`config.mk`:
```
export PLATFORM = sky130hd
export DESIGN_NAME = music_seq
export DESIGN_NICKNAME = d
export VERILOG_FILES = /design/src/rtl/music_seq.sv
export SDC_FILE = /design/constraint.sdc
export NUM_CORES = 1
export LEC_CHECK = 0
export BUFFER_PORTS_ARGS = -buffer_cell sky130_fd_sc_hd__buf_2
export CELL_PAD_IN_SITES_DETAIL_PLACEMENT = 1
export CELL_PAD_IN_SITES_GLOBAL_PLACEMENT = 1
export CORE_MARGIN = 2
export CORE_UTILIZATION = 45
export CTS_CLUSTER_DIAMETER = 30
export DETAILED_ROUTE_END_ITERATION = 7
export HOLD_SLACK_MARGIN = 0.03
export PLACE_DENSITY_LB_ADDON = 0.1
export RECOVER_POWER = 25
export SLEW_MARGIN = 20
export SYNTH_ARGS = -nofsm -noshare
export SYNTH_HDL_FRONTEND = slang
export SYNTH_SLANG_ARGS = --single-unit
```
`constraint.sdc`:
```
create_clock -name clk -period 3.4 [get_ports clk]
set_clock_uncertainty 0.2 [all_clocks]
set_input_delay 0.68 -clock clk [delete_from_list [all_inputs] [get_ports clk]]
set_output_delay 0.68 -clock clk [all_outputs]
set_load 0.03 [all_outputs]
```
`src/rtl/music_seq.sv`:
```
// music_seq: multi-channel note sequencer.
// Each channel walks its own note ROM and produces a square wave.
// A shared prescaler/beat timebase keeps all channels beat-aligned.
// A first-order sigma-delta accumulator mixes the channels onto one pin.
module music_seq #(
    parameter int CHANNELS   = 2,
    parameter int ADDR_W     = 10,
    parameter int PERIOD_W   = 14,
    parameter int DUR_W      = 4,
    parameter int PRESCALE   = 1024,
    parameter int BEAT_TICKS = 2048
) (
    input  logic                                      clk,
    input  logic                                      reset,
    input  logic                                      enable,
    input  logic [3:0]                                tempo,
    output logic [CHANNELS*ADDR_W-1:0]                rom_addr,
    input  logic [CHANNELS*(PERIOD_W+DUR_W+2)-1:0]    rom_data,
    output logic [CHANNELS-1:0]                       ch_out,
    output logic                                      mix_out,
    output logic [CHANNELS-1:0]                       playing,
    output logic                                      done
);

    localparam int WORD_W = PERIOD_W + DUR_W + 2;
    localparam int PRE_W  = (PRESCALE > 1) ? $clog2(PRESCALE) : 1;
    localparam int BT_W   = (BEAT_TICKS > 1) ? $clog2(BEAT_TICKS) : 1;
    localparam int ACC_W  = $clog2(2 * CHANNELS);

    typedef enum logic [1:0] {FETCH, DECODE, PLAY, END} state_t;

    // Disabled and reset are the same idle condition.
    logic clr;
    assign clr = reset || !enable;

    logic [PRE_W-1:0] pre;
    logic [BT_W-1:0]  bt;
    logic [3:0]       sub;
    logic [3:0]       tempo_l;
    logic             tick;
    logic             beat;

    assign tick = (pre == PRE_W'(PRESCALE - 1));
    assign beat = tick && (bt == BT_W'(BEAT_TICKS - 1)) && (sub == tempo_l);

    // Global timebase; tempo is only re-sampled on a beat so a beat never shortens mid-way.
    always_ff @(posedge clk) begin
        if (clr) begin
            pre     <= '0;
            bt      <= '0;
            sub     <= '0;
            tempo_l <= tempo;
        end else begin
            pre <= tick ? '0 : pre + 1'b1;
            if (tick) begin
                if (bt == BT_W'(BEAT_TICKS - 1)) begin
                    bt  <= '0;
                    sub <= (sub == tempo_l) ? 4'd0 : sub + 4'd1;
                end else begin
                    bt <= bt + 1'b1;
                end
            end
            if (beat) tempo_l <= tempo;
        end
    end

    logic [CHANNELS-1:0] is_end;

    for (genvar c = 0; c < CHANNELS; c++) begin : g_ch
        state_t              state, state_nx;
        logic [ADDR_W-1:0]   addr, addr_nx;
        logic [PERIOD_W-1:0] per, per_nx;
        logic [DUR_W-1:0]    dur, dur_nx;
        logic [PERIOD_W-1:0] tc, tc_nx;
        logic [DUR_W-1:0]    bc, bc_nx;
        logic                tone;
        logic [WORD_W-1:0]   w;

        assign w = rom_data[c*WORD_W +: WORD_W];

        // Channel state and note registers.
        always_ff @(posedge clk) begin
            if (clr) begin
                state <= FETCH;
                addr  <= '0;
                per   <= '0;
                dur   <= '0;
                tc    <= '0;
                bc    <= '0;
            end else begin
                state <= state_nx;
                addr  <= addr_nx;
                per   <= per_nx;
                dur   <= dur_nx;
                tc    <= tc_nx;
                bc    <= bc_nx;
            end
        end

        // Next-state: fetch/decode the note word, then count ticks and beats while playing.
        always_comb begin
            state_nx = state;
            addr_nx  = addr;
            per_nx   = per;
            dur_nx   = dur;
            tc_nx    = tc;
            bc_nx    = bc;
            case (state)
                FETCH:  state_nx = DECODE;
                DECODE: begin
                    // A loop word at address 0 would spin forever, so it ends the channel.
                    if (w[WORD_W-1] || (w[WORD_W-2] && addr == '0)) begin
                        state_nx = END;
                    end else if (w[WORD_W-2]) begin
                        addr_nx  = '0;
                        state_nx = FETCH;
                    end else begin
                        per_nx   = w[0 +: PERIOD_W];
                        dur_nx   = w[PERIOD_W +: DUR_W];
                        tc_nx    = '0;
                        bc_nx    = '0;
                        state_nx = PLAY;
                    end
                end
                PLAY: begin
                    if (tick) begin
                        if (per < PERIOD_W'(2) || tc == per - 1'b1) tc_nx = '0;
                        else tc_nx = tc + 1'b1;
                    end
                    if (beat) begin
                        if (bc == dur) begin
                            addr_nx  = addr + 1'b1;
                            state_nx = FETCH;
                        end else begin
                            bc_nx = bc + 1'b1;
                        end
                    end
                end
                END:     state_nx = END;
                default: state_nx = FETCH;
            endcase
        end

        // Registered square wave: low for floor(P/2) ticks, high for ceil(P/2); P<2 is a rest.
        always_ff @(posedge clk) begin
            if (clr) tone <= 1'b0;
            else     tone <= (state == PLAY) && (per >= PERIOD_W'(2)) && (tc >= (per >> 1));
        end

        assign rom_addr[c*ADDR_W +: ADDR_W] = addr;
        assign ch_out[c]  = tone;
        assign playing[c] = (state == PLAY);
        assign is_end[c]  = (state == END);
    end

    // All channels finished.
    always_ff @(posedge clk) begin
        if (clr) done <= 1'b0;
        else     done <= &is_end;
    end

    logic [ACC_W-1:0] acc;
    logic [ACC_W:0]   n;
    logic [ACC_W:0]   sum;

    // Count active channels and add to the running error.
    always_comb begin
        n = '0;
        for (int i = 0; i < CHANNELS; i++) n = n + (ACC_W+1)'(ch_out[i]);
        sum = {1'b0, acc} + n;
    end

    // Sigma-delta mixer: emit a 1 whenever the accumulated error reaches CHANNELS.
    always_ff @(posedge clk) begin
        if (clr) begin
            acc     <= '0;
            mix_out <= 1'b0;
        end else if (sum >= (ACC_W+1)'(CHANNELS)) begin
            acc     <= ACC_W'(sum - (ACC_W+1)'(CHANNELS));
            mix_out <= 1'b1;
        end else begin
            acc     <= ACC_W'(sum);
            mix_out <= 1'b0;
        end
    end

endmodule

```
Word level (Yosys, flattened, before mapping)
Cells that the tools add are included.
W data, S select, Z words.
{"block": "word_totals", "regBits": 131, "latch_bits": 0, "mem_bits_rw": 0, "romBits": 0, "out_inout_bits": 26, "elab_cells": 153, "mem_count": 0}
{"block": "classes", "n_addsub": 14, "mul": 0, "div_mod_pow": 0, "order_cmp": 7, "eq_ne": 27, "shift": 0, "muxes": 46, "n_bitwise": 4, "reduce_logical": 34}
{"op": "$mux W14", "n": 8}
{"op": "$mux W10", "n": 8}
{"op": "$pmux W14 S2", "n": 2}
{"op": "$mux W4", "n": 11}
{"op": "$pmux W10 S2", "n": 2}
{"op": "$add A10 B1 Y10 const B", "n": 3}
{"op": "$add A14 B1 Y14 const B", "n": 2}
{"op": "$eq A14 B14 Y1", "n": 2}
{"op": "$ge A14 B13 Y1", "n": 2}
{"op": "$ge A14 B2 Y1 const B", "n": 2}
{"op": "$lt A14 B2 Y1 const B", "n": 2}
{"op": "$sub A14 B1 Y14 const B", "n": 2}
{"op": "$logic_not A10 Y1", "n": 2}
{"op": "$reduce_and A5 Y1", "n": 4}
{"op": "$mux W2", "n": 9}
{"op": "$ne A2 B2 Y1 const B", "n": 8}
{"op": "$pmux W2 S4", "n": 2}
{"op": "$pmux W4 S2", "n": 2}
{"op": "$add A4 B1 Y4 const B", "n": 3}
{"op": "$eq A4 B4 Y1", "n": 3}
{"op": "$ne A2 B1 Y1 const B", "n": 6}
{"op": "$add A11 B1 Y11 const B", "n": 1}
{"op": "$eq A11 B11 Y1 const B", "n": 1}
{"op": "$mux W11", "n": 1}
{"op": "other kinds (18)", "n": 44}

Logic depth before layout (Yosys ltp)
{"block": "depth", "ltp_word": 6, "mapped_depth": 11}

Worst setup path after synthesis
No wires, ideal clock.
{"block": "synth_path", "path_type": "register to register", "start": "reg g_ch[0].per[0]", "end": "reg g_ch[0].tc[10]", "arrival_time_ps": 2483, "required_time_ps": 3083, "slack_ps": 600, "stages_incl_launch_ff": 11, "path_buffers": 2, "path_cell_list": "dfxtp_1 inv_1 ha_1 buf_2 or4b_2 o311a_1 o31ai_1 nand2_1 o21ai_1 buf_2 nor2_1"}
{"block": "synth_between", "elab_chain_len": 6, "word_cells_on_any_way": 7, "cone_classes": "add/sub (1); order compare (1); eq/ne (1); mux (3); reduce/logical (1)"}
{"item": "start: declaration", "line_no": "72", "text": "logic [PERIOD_W-1:0] per, per_nx;"}
{"item": "start signal: assignment", "line_no": "93", "text": "per <= per_nx;"}
{"item": "$sub A14 B1 Y14", "line_no": "127", "text": "if (per < PERIOD_W'(2) || tc == per - 1'b1) tc_nx = '0;"}
{"item": "$eq A14 B14 Y1", "line_no": "127"}
{"item": "$logic_or A1 B1 Y1 (*)", "line_no": "127"}
{"item": "$mux W14 (*)", "line_no": "127"}
{"item": "$mux W14 (*)", "line_no": "126", "text": "if (tick) begin"}
{"item": "$pmux W14 S2 (*)", "line_no": "108", "text": "case (state)"}
{"item": "end signal: assignment", "line_no": "95", "text": "tc <= tc_nx;"}
{"item": "end: declaration", "line_no": "74", "text": "logic [PERIOD_W-1:0] tc, tc_nx;"}
Every way passes the cells marked *; elsewhere a longest branch is shown, timed or not. The select of a mux whose other input is x is not followed.
A chain may end at the register's enable or synchronous reset.

Final worst setup path
{"block": "layout_path", "start": "reg g_ch[1].per[1]", "end": "reg g_ch[1].tc[3]"}
{"block": "layout_between", "elab_chain_len": 6, "word_cells_on_any_way": 7, "cone_classes": "add/sub (1); order compare (1); eq/ne (1); mux (3); reduce/logical (1)"}
{"item": "start: declaration", "line_no": "72"}
{"item": "start signal: assignment", "line_no": "93"}
{"item": "$sub A14 B1 Y14", "line_no": "127"}
{"item": "$eq A14 B14 Y1", "line_no": "127"}
{"item": "$logic_or A1 B1 Y1 (*)", "line_no": "127"}
{"item": "$mux W14 (*)", "line_no": "127"}
{"item": "$mux W14 (*)", "line_no": "126"}
{"item": "$pmux W14 S2 (*)", "line_no": "108"}
{"item": "end signal: assignment", "line_no": "95"}
{"item": "end: declaration", "line_no": "74"}
Marks and branches as above.

==> results.yml <==
run_status:
  outcome: "completed"
logic_synthesis:
  synth_ff_type: "dfxtp_1"
  synth_enable_flop_cells: 4
  syn_area_sq_mm: 0.00741
  synth_cell_types: 72
  synth_seq_cells: 131
  synthCells: 913
  ys_async_sr_fraction_pct: 0
  syn_nets: 1004
  synth_area_leaders: "dfxtp_1 (34%), ha_1 (7.3%), nand2_1 (6.3%), xor2_1 (5.6%), a21oi_1 (4.9%)"
  yosysWarnings: 0
  yosysTopAreaCell: "dfxtp_1"
  synth-seq-area-share_pct: 35.9
  synth_top_area_share_pct: 34.3
  syn_area_per_cell_sq_um: 8.12
layout:
  multi_input_area_sq_mm: 0.00440
  diodes: 0
  area_delta_synth_final_pct: 15.6
  nets: 1075
  layout.area.seq_sq_mm: 0.00266
  drive_gt1_share_pct: 13.8
  n_fill_cell: 2008
min_path:
  hold_end: "tempo_l[1]"
  hold_class: "input pin to flop"
  hold_depth: 1
  worstHoldStart: "tempo[1]"
power:
  power_density_mw_per_mm2: 406
  leakage_nw: 3.21
  peakVddDrop_v: 0.000366
worst_setup_path:
  critPathLaunchType: "flop"
  r2r_start: "g_ch[1].per[1]"
  endpoint_kind: "flop"
  startpoint: "g_ch[1].per[1]"
  cp_max_fo: 8
  arrival_ns: 3.18
  reg2reg_to: "g_ch[1].tc[3]"
  path_class: "flop to flop"
  worstRegToRegCells: 8
  rrSetupSlack_ns: 0.33
  cp.required_ns: 3.51
sta:
  setup_tns_ns: 0
  slew_viol_final: 0
  clock.fmax_mhz: 326
  rsz0062_at_grt: "false"
  relSlewSlack_pct: 14.2
  hold_viol_final: 0
  fin_crit_sh_pct: 90.3
  finalSetupViolCount: 0
  fin_ws_ns: 0.330
  fin_crit_ns: 3.07
  worstMarginPinSlew_ns: 1.29
placement:
  hpwl_um: 14500
  preCtsSetupSlack_ns: 0.396
  gp_congestion: 0.789
  io_buffers: 72
die:
  ios: 73
  core-area_sq_mm: 0.0160
  die_h_um: 132
  die-width_um: 132
  dieArea_sq_mm: 0.0175
  rows: 46
  start_util_pct: 46.3
grt:
  grtUsageTotal_pct: 23.6
  grt_pass1_wl_um: 34000
  antenna_found_initial: 0
  grt_max_degree: 36
  grt_pass1_vias: 6968
  grt_overflow: 0
detailed_routing:
  ant_nets: 0
  drt_iter0_markers: 246
  wl_um: 20000
  drc: 0
  vias: 6762
  vias_per_cell: 5.57
  routedWlPerCell_um: 16.5
  dr.pass1.iters: 4
clock_network:
  cts-root-buf: "clkbuf_16"
  clk_pin_slew_worst_paths_ns: 0.06
  cts.sinks: 131
  ctsHoldBuffers: 0
  cts_tree: "yes"
  cts_resized: 0
  htree_levels: 4
  cts_buffer_depth: 2
  post_cts_buffers: 0
  cts_made_buffers: 17
  insertion_delay_ns: 0.43
job:
  maxCapViolCount: 0
## flip-flops by register name, indices dropped and copies added, names as in the netlist
register / flops
tempo_l: 4
acc: 2
g_ch.addr: 20
done: 1
g_ch.tc: 28
pre: 10
g_ch.bc: 8
bt: 11
g_ch.per: 28
sub: 4
g_ch.state: 4
mix_out: 1
g_ch.dur: 8
g_ch.tone: 2
## layer usage
metal	vias up	wire, um	global-route usage (%)
met4	0	275	6.81
li1	3356	-	-
met2	111	9510	39.9
met5	-	0	0
met3	26	659	4.69
met1	3269	9590	30.6
## where the power goes
part / switching [mW] / internal [mW]
clock network: 0.748 / 1.01
registers: 0.0105 / 1.55
logic: 0.0964 / 0.0622
## through the flow
stage	instances	utilization, %	instance area (sq um)	power [mW]	hold WS, ns
final	1213	53.5	8570	3.48	0.222
after global routing	1213	53.5	8570	3.60	0.208
after CTS	1213	53.6	8570	3.51	0.207
after detailed placement	1181	50.1	8010	1.76	0.266
after global placement	1181	50.1	8010	1.75	0.247
after floorplan	913	-	7410	1.69	0.230
## area by class of cell
| type | count | area share (%) |
|---|---|---|
| clock buffer | 18 | 5.01 |
| sequential | 131 | 31.1 |
| tap | 216 | 3.16 |
| multi-input combinational | 691 | 51.3 |
| clock inverter | 14 | 1.52 |
| inverter | 55 | 2.41 |
| timing repair buffer | 88 | 5.48 |
## how the worst max path moves through the flow
stage / end / slack, ns / cells past startpoint
after CTS: g_ch[1].tc[3] / 0.36 / 8
after detailed placement: g_ch[1].tc[3] / 0.40 / 8
after floorplan: g_ch[0].tc[10] / 0.60 / 10
after global routing: g_ch[1].tc[13] / 0.17 / 8
final: g_ch[1].tc[3] / 0.33 / 8
after global placement: g_ch[0].tc[11] / 0.47 / 8
## layout by cell type (no fill, tap or decap), drive strengths merged, types with 12 or more instances in the layout
master  instances
a21oi          72
and3           20
buf            82
clkbuf         24
dfxtp         127
ha             43
inv            57
nand2         124
nand2b         12
nand3          39
nand4          35
nor2           71
nor3           18
nor4           14
o21ai          28
or3            17
xnor2          37
xor2           47
## logic make-up after synthesis
logic type,after synthesis,synth area share [%]
mux,7,0.979
fa+ha+maj,44,7.53
compound gates,161,13.5
simple gates,395,27.2
xor+xnor,84,9.93
buf+inv,91,4.96
flops,131,35.9
## critical path, cell delays in order, from the launching register on
cell	delay (ns)
dfxtp_1	0.39
or4_1	0.69
or4_1	0.52
o311a_1	0.14
a22oi_2	0.19
nand4_2	0.27
buf_4	0.26
a32oi_1	0.20
o31ai_1	0.09
## Yosys cell counts (3+ instances only)
library cell,n
dfxtp_1,127
nand2_1,124
a21oi_1,72
nor2_1,71
inv_1,53
xor2_1,47
ha_1,43
nand3_1,38
xnor2_1,37
nand4_1,34
clkbuf_1,23
o21ai_0,23
and3_1,20
nor3_1,18
or3_1,17
nand2b_1,12
nor4_1,12
o31ai_1,10
a22oi_1,7
and2_1,7
a31oi_1,6
nor2b_1,6
buf_1,5
mux2i_1,5
nand3b_1,5
o21ai_1,5
a21o_1,4
a32oi_1,4
and4_1,4
buf_4,4
edfxtp_1,4
or2_2,4
or4_1,4
buf_2,3
o211ai_1,3
o21bai_1,3
Power figures use the tool's default switching activity.
